[config.mk]
export PLATFORM = sky130hd
export DESIGN_NAME = pong_game_ctrl
export DESIGN_NICKNAME = d
export VERILOG_FILES = /design/src/rtl/pong_pkg.sv /design/src/rtl/pong_frame_timer.sv /design/src/rtl/pong_game_ctrl.sv
export SDC_FILE = /design/constraint.sdc
export NUM_CORES = 1
export LEC_CHECK = 0
export BUFFER_PORTS_ARGS = -buffer_cell sky130_fd_sc_hd__buf_2
export CORE_UTILIZATION = 40
export CTS_CLUSTER_DIAMETER = 150
export CTS_CLUSTER_SIZE = 8
export DETAILED_ROUTE_END_ITERATION = 10
export GPL_TIMING_DRIVEN = 0
export PLACE_DENSITY = 0.69
export SETUP_SLACK_MARGIN = 0.4
export SYNTH_ARGS = -nofsm -noshare
export SYNTH_HDL_FRONTEND = slang
export SYNTH_SLANG_ARGS = --single-unit
[constraint.sdc]
create_clock -name clk -period 2.16 [get_ports clk]
set_clock_uncertainty 0.05 [all_clocks]
set_input_delay 0.108 -clock clk [delete_from_list [all_inputs] [get_ports clk]]
set_output_delay 0.108 -clock clk [all_outputs]
set_load 0.03 [all_outputs]
[src/rtl/pong_pkg.sv]
// Shared types and constants for the Pong match controller and its playfield.
package pong_pkg;

    localparam int SCORE_W       = 4;
    localparam int WIN_SCORE_DEF = 7;

    localparam int X_MAX = 639;
    localparam int Y_MAX = 479;

    typedef enum logic [2:0] {
        IDLE  = 3'd0,
        SERVE = 3'd1,
        PLAY  = 3'd2,
        POINT = 3'd3,
        OVER  = 3'd4
    } state_e;

    typedef enum logic [1:0] {
        WIN_NONE = 2'b00,
        WIN_P1   = 2'b01,
        WIN_P2   = 2'b10
    } winner_e;

endpackage

[src/rtl/pong_frame_timer.sv]
// Loadable frame down-counter; expire flags the tick that lands while the count is 1.
module pong_frame_timer #(
    parameter int CNT_W = 8
) (
    input  logic             clk,
    input  logic             reset,
    input  logic             load,
    input  logic [CNT_W-1:0] load_val,
    input  logic             tick,
    output logic             expire
);

    logic [CNT_W-1:0] count_q;
    logic [CNT_W-1:0] count_d;

    always_ff @(posedge clk or posedge reset) begin
        if (reset) begin
            count_q <= '0;
        end else begin
            count_q <= count_d;
        end
    end

    // Load has priority so a reload on the expiring tick is never lost.
    always_comb begin
        count_d = count_q;
        if (load) begin
            count_d = load_val;
        end else if (tick && (count_q != '0)) begin
            count_d = count_q - 1'b1;
        end
    end

    assign expire = tick && (count_q == CNT_W'(1));

endmodule

[src/rtl/pong_game_ctrl.sv]
// Match-level sequencer: serve/point delays, scoring, winner and ball hold for the playfield.
//   state | meaning
//   IDLE  | waiting for start after reset
//   SERVE | ball parked at centre for SERVE_FRAMES ticks
//   PLAY  | ball live, waiting for a miss
//   POINT | pause of POINT_FRAMES ticks after a point
//   OVER  | match decided, scores frozen until restart
module pong_game_ctrl
    import pong_pkg::*;
#(
    parameter int WIN_SCORE    = WIN_SCORE_DEF,
    parameter int SERVE_FRAMES = 120,
    parameter int POINT_FRAMES = 60,
    parameter int CNT_W        = 8
) (
    input  logic               clk,
    input  logic               reset,
    input  logic               start,
    input  logic               frame_tick,
    input  logic               miss_1,
    input  logic               miss_2,
    output logic               ball_hold,
    output logic [SCORE_W-1:0] score_1,
    output logic [SCORE_W-1:0] score_2,
    output logic               serve_dir,
    output logic               game_over,
    output logic [1:0]         winner,
    output logic [2:0]         state_o
);

    localparam logic [SCORE_W-1:0] WIN_VAL   = SCORE_W'(WIN_SCORE);
    localparam logic [CNT_W-1:0]   SERVE_CNT = CNT_W'(SERVE_FRAMES);
    localparam logic [CNT_W-1:0]   POINT_CNT = CNT_W'(POINT_FRAMES);

    state_e               state_q, state_d;
    logic                 start_q;
    logic [SCORE_W-1:0]   score_1_q, score_1_d;
    logic [SCORE_W-1:0]   score_2_q, score_2_d;
    logic                 serve_dir_q, serve_dir_d;
    winner_e              winner_q, winner_d;

    logic                 start_pulse;
    logic [SCORE_W-1:0]   score_1_inc;
    logic [SCORE_W-1:0]   score_2_inc;
    logic                 tmr_load;
    logic [CNT_W-1:0]     tmr_val;
    logic                 tmr_tick;
    logic                 tmr_expire;

    assign start_pulse = start & ~start_q;
    assign score_1_inc = score_1_q + 1'b1;
    assign score_2_inc = score_2_q + 1'b1;

    pong_frame_timer #(
        .CNT_W (CNT_W)
    ) u_frame_timer (
        .clk      (clk),
        .reset    (reset),
        .load     (tmr_load),
        .load_val (tmr_val),
        .tick     (tmr_tick),
        .expire   (tmr_expire)
    );

    always_ff @(posedge clk or posedge reset) begin
        if (reset) begin
            state_q     <= IDLE;
            start_q     <= 1'b0;
            score_1_q   <= '0;
            score_2_q   <= '0;
            serve_dir_q <= 1'b0;
            winner_q    <= WIN_NONE;
        end else begin
            state_q     <= state_d;
            start_q     <= start;
            score_1_q   <= score_1_d;
            score_2_q   <= score_2_d;
            serve_dir_q <= serve_dir_d;
            winner_q    <= winner_d;
        end
    end

    always_comb begin
        state_d     = state_q;
        score_1_d   = score_1_q;
        score_2_d   = score_2_q;
        serve_dir_d = serve_dir_q;
        winner_d    = winner_q;
        tmr_load    = 1'b0;
        tmr_val     = SERVE_CNT;
        tmr_tick    = 1'b0;
        case (state_q)
            IDLE, OVER: begin
                if (start_pulse) begin
                    score_1_d = '0;
                    score_2_d = '0;
                    winner_d  = WIN_NONE;
                    tmr_load  = 1'b1;
                    state_d   = SERVE;
                end
            end
            SERVE: begin
                tmr_tick = frame_tick;
                if (tmr_expire) begin
                    state_d = PLAY;
                end
            end
            // miss_1 outranks miss_2 when both arrive together.
            PLAY: begin
                if (miss_1) begin
                    score_1_d   = score_1_inc;
                    serve_dir_d = 1'b1;
                    if (score_1_inc == WIN_VAL) begin
                        winner_d = WIN_P1;
                        state_d  = OVER;
                    end else begin
                        tmr_load = 1'b1;
                        tmr_val  = POINT_CNT;
                        state_d  = POINT;
                    end
                end else if (miss_2) begin
                    score_2_d   = score_2_inc;
                    serve_dir_d = 1'b0;
                    if (score_2_inc == WIN_VAL) begin
                        winner_d = WIN_P2;
                        state_d  = OVER;
                    end else begin
                        tmr_load = 1'b1;
                        tmr_val  = POINT_CNT;
                        state_d  = POINT;
                    end
                end
            end
            POINT: begin
                tmr_tick = frame_tick;
                if (tmr_expire) begin
                    tmr_load = 1'b1;
                    state_d  = SERVE;
                end
            end
            default: state_d = IDLE;
        endcase
    end

    always_comb begin
        ball_hold = (state_q != PLAY);
        game_over = (state_q == OVER);
        state_o   = state_q;
        score_1   = score_1_q;
        score_2   = score_2_q;
        serve_dir = serve_dir_q;
        winner    = winner_q;
    end

endmodule

=== After elaboration in Yosys (flattened, before gate mapping) ===
Index checks and enable logic that the tools add are counted.

* Register bits after elaboration: 23
* Word-level logic and storage cells: 80
* Input bits: 6
* Output and inout bits: 16

* Bitwise gates (word level): 2
* Multiplexer cells: 37
* $add $sub $neg: 3
* Reduce and logical (&&, ||, !) cells: 14
* Equal/unequal tests: 17

{| class="wikitable"
|+ Operators by type and width
! cell !! number
|-
| 8-bit 2-to-1 mux || 4
|-
| 3-bit 2-to-1 mux || 7
|-
| 7-bit 2-to-1 mux || 3
|-
| 4-bit 2-to-1 mux || 4
|-
| 4-bit one-hot mux with 2 select lines || 2
|-
| 2-bit inequality test, second input constant || 6
|-
| 3-bit one-hot mux with 4 select lines || 1
|-
| 2-bit 2-to-1 mux || 5
|-
| 1-bit 2-to-1 mux || 9
|-
| 3-bit inequality test, second input constant || 3
|-
| 4-bit by 1-bit adder with 4-bit output, second input constant || 2
|-
| 4-bit by 3-bit == test with 1-bit output, second input constant || 2
|-
| 8-bit by 1-bit == test with 1-bit output, second input constant || 1
|-
| 4-bit AND reduction || 2
|-
| 8-bit nonzero test || 1
|-
| 8-bit by 1-bit subtractor with 8-bit output, second input constant || 1
|-
| 3-bit by 2-bit == test with 1-bit output, second input constant || 2
|-
| 2-bit nonzero test || 3
|-
| 5-bit AND reduction || 1
|-
| 2-bit one-hot mux with 2 select lines || 1
|-
| 2-bit OR reduction || 2
|-
| 3-bit by 1-bit == test with 1-bit output, second input constant || 1
|-
| 3-bit == test, second input constant || 1
|-
| 3-bit zero test || 1
|-
| other kinds (7) || 8
|}

=== Depth between registers and ports, before layout ===
* Word-level depth: 7
* Gate-level depth with buffers: 8
* Depth with buffers taken out: 7

=== Hierarchy ===
Synthesis repeated with hierarchy kept, for this count alone.

* Cell total of the unflattened synthesis: 167
* Area, all modules: 1,468.9 um^2

{| class="wikitable"
|+ Modules (own cells, without submodules)
! module !! area each (um^2) !! seq. area each (um^2) !! cells each !! instances
|-
| pong_game_ctrl || 885.8 || 375.4 || 97 || 1
|-
| pong_frame_timer || 583.1 || 200.2 || 70 || 1
|}

=== Worst setup path after synthesis ===
OpenSTA, ideal clock, no wires.

* Path type: register to register
* From: register state_q[2] (netlist: state_o[2])
* To: register u_frame_timer.count_q[0]
* Clock period less this slack: 2,049 ps
* Arrival: 1,880 ps
* Slack: 111 ps
* Path buffers: 0
* Stages on the path, launching flop included: 7
* Path through: dfrtp_1 > nand2b_1 > nor2_2 > clkinv_1 > nor2_1 > a21oi_1 > and2_1

* Word-level cells in the longest chain between the ends: 7

{| class="wikitable"
|+ Ends and longest elaborated chain
! item !! line !! source
|-
| start: declaration || pong_game_ctrl.sv:35 || <nowiki>state_e state_q, state_d;</nowiki>
|-
| start signal: assignment || pong_game_ctrl.sv:74 || <nowiki>state_q <= state_d;</nowiki>
|-
| 3-bit by 2-bit == test with 1-bit output / 3-bit by 1-bit == test with 1-bit output (equally long branches) || pong_game_ctrl.sv:92 || <nowiki>case (state_q)</nowiki>
|-
| 2-bit OR reduction (no source line) || -- ||
|-
| 1-bit 2-to-1 mux || pong_game_ctrl.sv:92 ||
|-
| 1-bit logical AND || pong_frame_timer.sv:34 || <nowiki>assign expire = tick && (count_q == CNT_W'(1));</nowiki>
|-
| 1-bit 2-to-1 mux || pong_game_ctrl.sv:136 || <nowiki>if (tmr_expire) begin</nowiki>
|-
| 1-bit one-hot mux with 3 select lines || pong_game_ctrl.sv:92 ||
|-
| 8-bit 2-to-1 mux / 2-bit nonzero test (equally long branches) || -- ||
|-
| end signal: assignment || pong_frame_timer.sv:20 || <nowiki>count_q <= count_d;</nowiki>
|-
| end: declaration || pong_frame_timer.sv:13 || <nowiki>logic [CNT_W-1:0] count_q;</nowiki>
|}

Parallel ways exist; a longest one is shown, timed or not.
A chain may end at the register's enable or synchronous reset.

=== Worst setup path after layout ===
* From: register u_frame_timer.count_q[4]
* To: register u_frame_timer.count_q[5]

* Word-level cells in the longest chain between the ends: 5

{| class="wikitable"
|+ Ends and longest elaborated chain
! item
|-
| branches (longest 5 deep; another with 8-bit by 1-bit subtractor with 8-bit output)
|}

Parallel ways; which one is timed is not known. The select of a mux whose other input is x is not followed.

==> impl_metrics.toml <==
[outcome]
status = "complete, no violations"

[timing]
slew_headroom_pct = 41.7
final-max-slew-violation-count = 0
final.setup.tns_ps = 0
setup_viol = 0
period_minus_slack_ps = 1930
hold_viol = 0
max_freq_ghz = 0.518
finalCritPeriodShare_pct = 89.4
rsz0062_at_grt = "yes"
tightestPinTransition_ps = 874

[worst_setup_path]
crit_path_cell_trace = "or4_4 > o311a_1 > buf_6 > nand4_1 > xor2_1 > nand2_1"
cpMaxStageDelayCell = "or4_4"
max_stage_delay_ps = 580
cp.required_ps = 2310
critPathCaptureType = "flop"
rr_worst_depth = 6
critical_path_arrival_ps = 2080
reg2reg_from = "u_frame_timer.count_q[4]"
startpoint_type = "flop"
r2r_end = "u_frame_timer.count_q[5]"
crit_fanout = 8
rrSetupSlack_ps = 230
critical_path_class = "reg -> reg"

[clock_network]
clock_latency_ps = 310
htreeDepth = 1
clkTransAtPathRegs_ps = 130
clockBufferDepth = 2
cts_tree = "done"
clock-sinks = 23
root_buffer = "clkbuf_4"
cts_buffers = 3

[power_and_ir_drop]
peakVddDrop_mv = 0.395
leakage_nw = 0.812
cellPowerDensity_nw_per_um2 = 677
fin_total_pwr_mw = 1.20

[detailed_routing]
vias_per_cell = 5.10
drt-initial-drc-count = 29
finalWirelength_um = 2920
dr.pass1.iters = 4
wl_per_cell_um = 12.7
postRouteAntennaNets = 0
drc = 0
vias = 1172

[synth]
syn_inst = 139
yosys-top-cells-area = "dfrtp_1 (44%), nand2_1 (7.2%), ha_1 (6.7%)"
yosys-top-cells-count = "nand2_1 (25), dfrtp_1 (23), o21ai_0 (14)"
yosysTopAreaCell = "dfrtp_1"
synth.distinct_cells = 38
yosys_warnings = 0
syn-cell-area_um2 = 1310
syn_area_per_cell_um2 = 9.40
synth.net_count = 152
synth.top_cell.area_share_pct = 44.1
yosysMostFrequentCell = "nand2_1"
ys_async_sr_fraction_pct = 100
yosysSeqAreaShare_pct = 44.1
synth_flop_cell = "dfrtp_1"
synth_edf_count = 0
synth-seq-cells = 23

[global_routing]
grt_max_degree = 24
grt_pass1_vias = 1112
antenna_found_initial = 0
grt_pass1_wl_um = 4830
grt_use_total_pct = 18.8
grt_overflow = 0

[placement]
placement.io_buffers = 20
routabilityCongestion = 0.737
dp_hpwl_um = 1910

[final_layout]
nFillCells = 288
drive_above_1_share_pct = 38.7
nets = 200
area_growth_pct = 35.3
antenna_cells = 0

[floorplanning]
core_area_um2 = 3080
die-area_um2 = 3500
start_util_pct = 42.4
fp.dieW_um = 59.1
rows = 20
die_y_um = 59.1
top_level_ports = 22

[worst_hold_path]
hp-class = "in -> reg"
hp-start = "miss_2"
min_to = "serve_dir"
worstHoldPathCells = 4

[job]
drv_cap = 0
## per-layer routing
metal  up-vias  track usage (%)  share of wire [%]
met5         -                0                  0
met4         0             7.82                1.4
met3         5             1.97                2.6
met2        17             35.6                 55
met1       570             21.4                 41
li1        580                -                  -
## how the worst max path moves through the flow
stage | cells after the start | slack, ps | from | end
floorplan | 6 | 330 | u_frame_timer.count_q[2] | u_frame_timer.count_q[6]
CTS | 6 | 230 | u_frame_timer.count_q[4] | u_frame_timer.count_q[5]
global placement | 5 | 180 | u_frame_timer.count_q[2] | u_frame_timer.count_q[7]
detailed placement | 5 | 200 | u_frame_timer.count_q[2] | u_frame_timer.count_q[0]
finish | 6 | 230 | u_frame_timer.count_q[4] | u_frame_timer.count_q[5]
global route | 8 | 140 | u_frame_timer.count_q[1] | u_frame_timer.count_q[5]
## worst max-delay path: cells and delay by family, from the launching register on
family | cells | cell delay [ps]
flops | 1 | 400
compound gates | 1 | 320
xor+xnor | 1 | 160
simple gates | 3 | 750
buf+inv | 1 | 140
## layout make-up
cell class | instances | area [um2] | share of cell area [%]
Clock buffer | 3 | 22.5 | 1.27
Multi-Input combinational cell | 106 | 773 | 43.7
Timing Repair Buffer | 43 | 282 | 15.9
Tap cell | 44 | 55.1 | 3.11
Inverter | 8 | 35.0 | 1.98
Buffer | 2 | 15.0 | 0.849
Sequential cell | 23 | 581 | 32.8
Clock inverter | 1 | 5.00 | 0.283
## stage by stage
step / worst slack (ps) / instance area (um2) / std cells / hold slack, ps / utilization, %
6_report: 229 / 1770 / 230 / 52.7 / 57.4
5_1_grt: 143 / 1770 / 230 / 45.0 / 57.4
4_1_cts: 230 / 1670 / 219 / 42.9 / 54.1
3_5_place_dp: 197 / 1500 / 203 / 187 / 48.8
3_3_place_gp: 184 / 1500 / 203 / 184 / 48.8
2_1_floorplan: 328 / 1350 / 139 / 59.6 / -
## power breakdown
group | total [mW] | switching (mW) | internal [mW]
Sequential | 0.570 | 0.0726 | 0.497
Clock | 0.198 | 0.129 | 0.0692
Combinational | 0.429 | 0.211 | 0.218
Total | 1.20 | 0.412 | 0.785
## layout by cell type, fill, tap and decap left out, types with 2 or more instances in the layout
cell and count:
a21oi_1 3, nor2_1 4, dfrtp_1 19, nand2b_1 3, nand2_1 25, xnor2_2 2, inv_1 5, buf_4 20
o21ai_0 13, dfrtp_2 4, a21o_1 2, nor2b_1 2, inv_2 2, nand3_1 6, buf_2 20, dlygate4sd3_1 2
nor3_1 2, buf_6 2, o211ai_1 2, clkbuf_4 3, and2_1 2, ha_1 5, xnor2_1 3, xor2_1 7
## flip-flops by register name, summed over array words and instances (netlist names)
name                   count
state_o                    3
score_2                    4
score_1                    4
serve_dir                  1
start_q                    1
winner                     2
u_frame_timer.count_q      8
## what timing repair did
item	in CTS	in global routing
hold buffers	2	0
buffers inserted	10	11
setup endpoints to repair	12	17
endpoints found under the hold margin	24	0
pin swaps	10	4
resized for setup	8	4
## kinds of logic (layout without fill, tap and decap cells)
logic type / Yosys count / count (layout) / share of synthesized area (%)
xor gates and xnor gates: 12 / 12 / 8.05
buffers and inverters: 10 / 57 / 3.45
and+or+nand+nor: 56 / 56 / 22.7
DFF: 23 / 23 / 44.1
AOI/OAI and AO/OA: 31 / 31 / 15.0
adders and majority gates: 7 / 7 / 6.70
(Power assumes the default switching activity.)
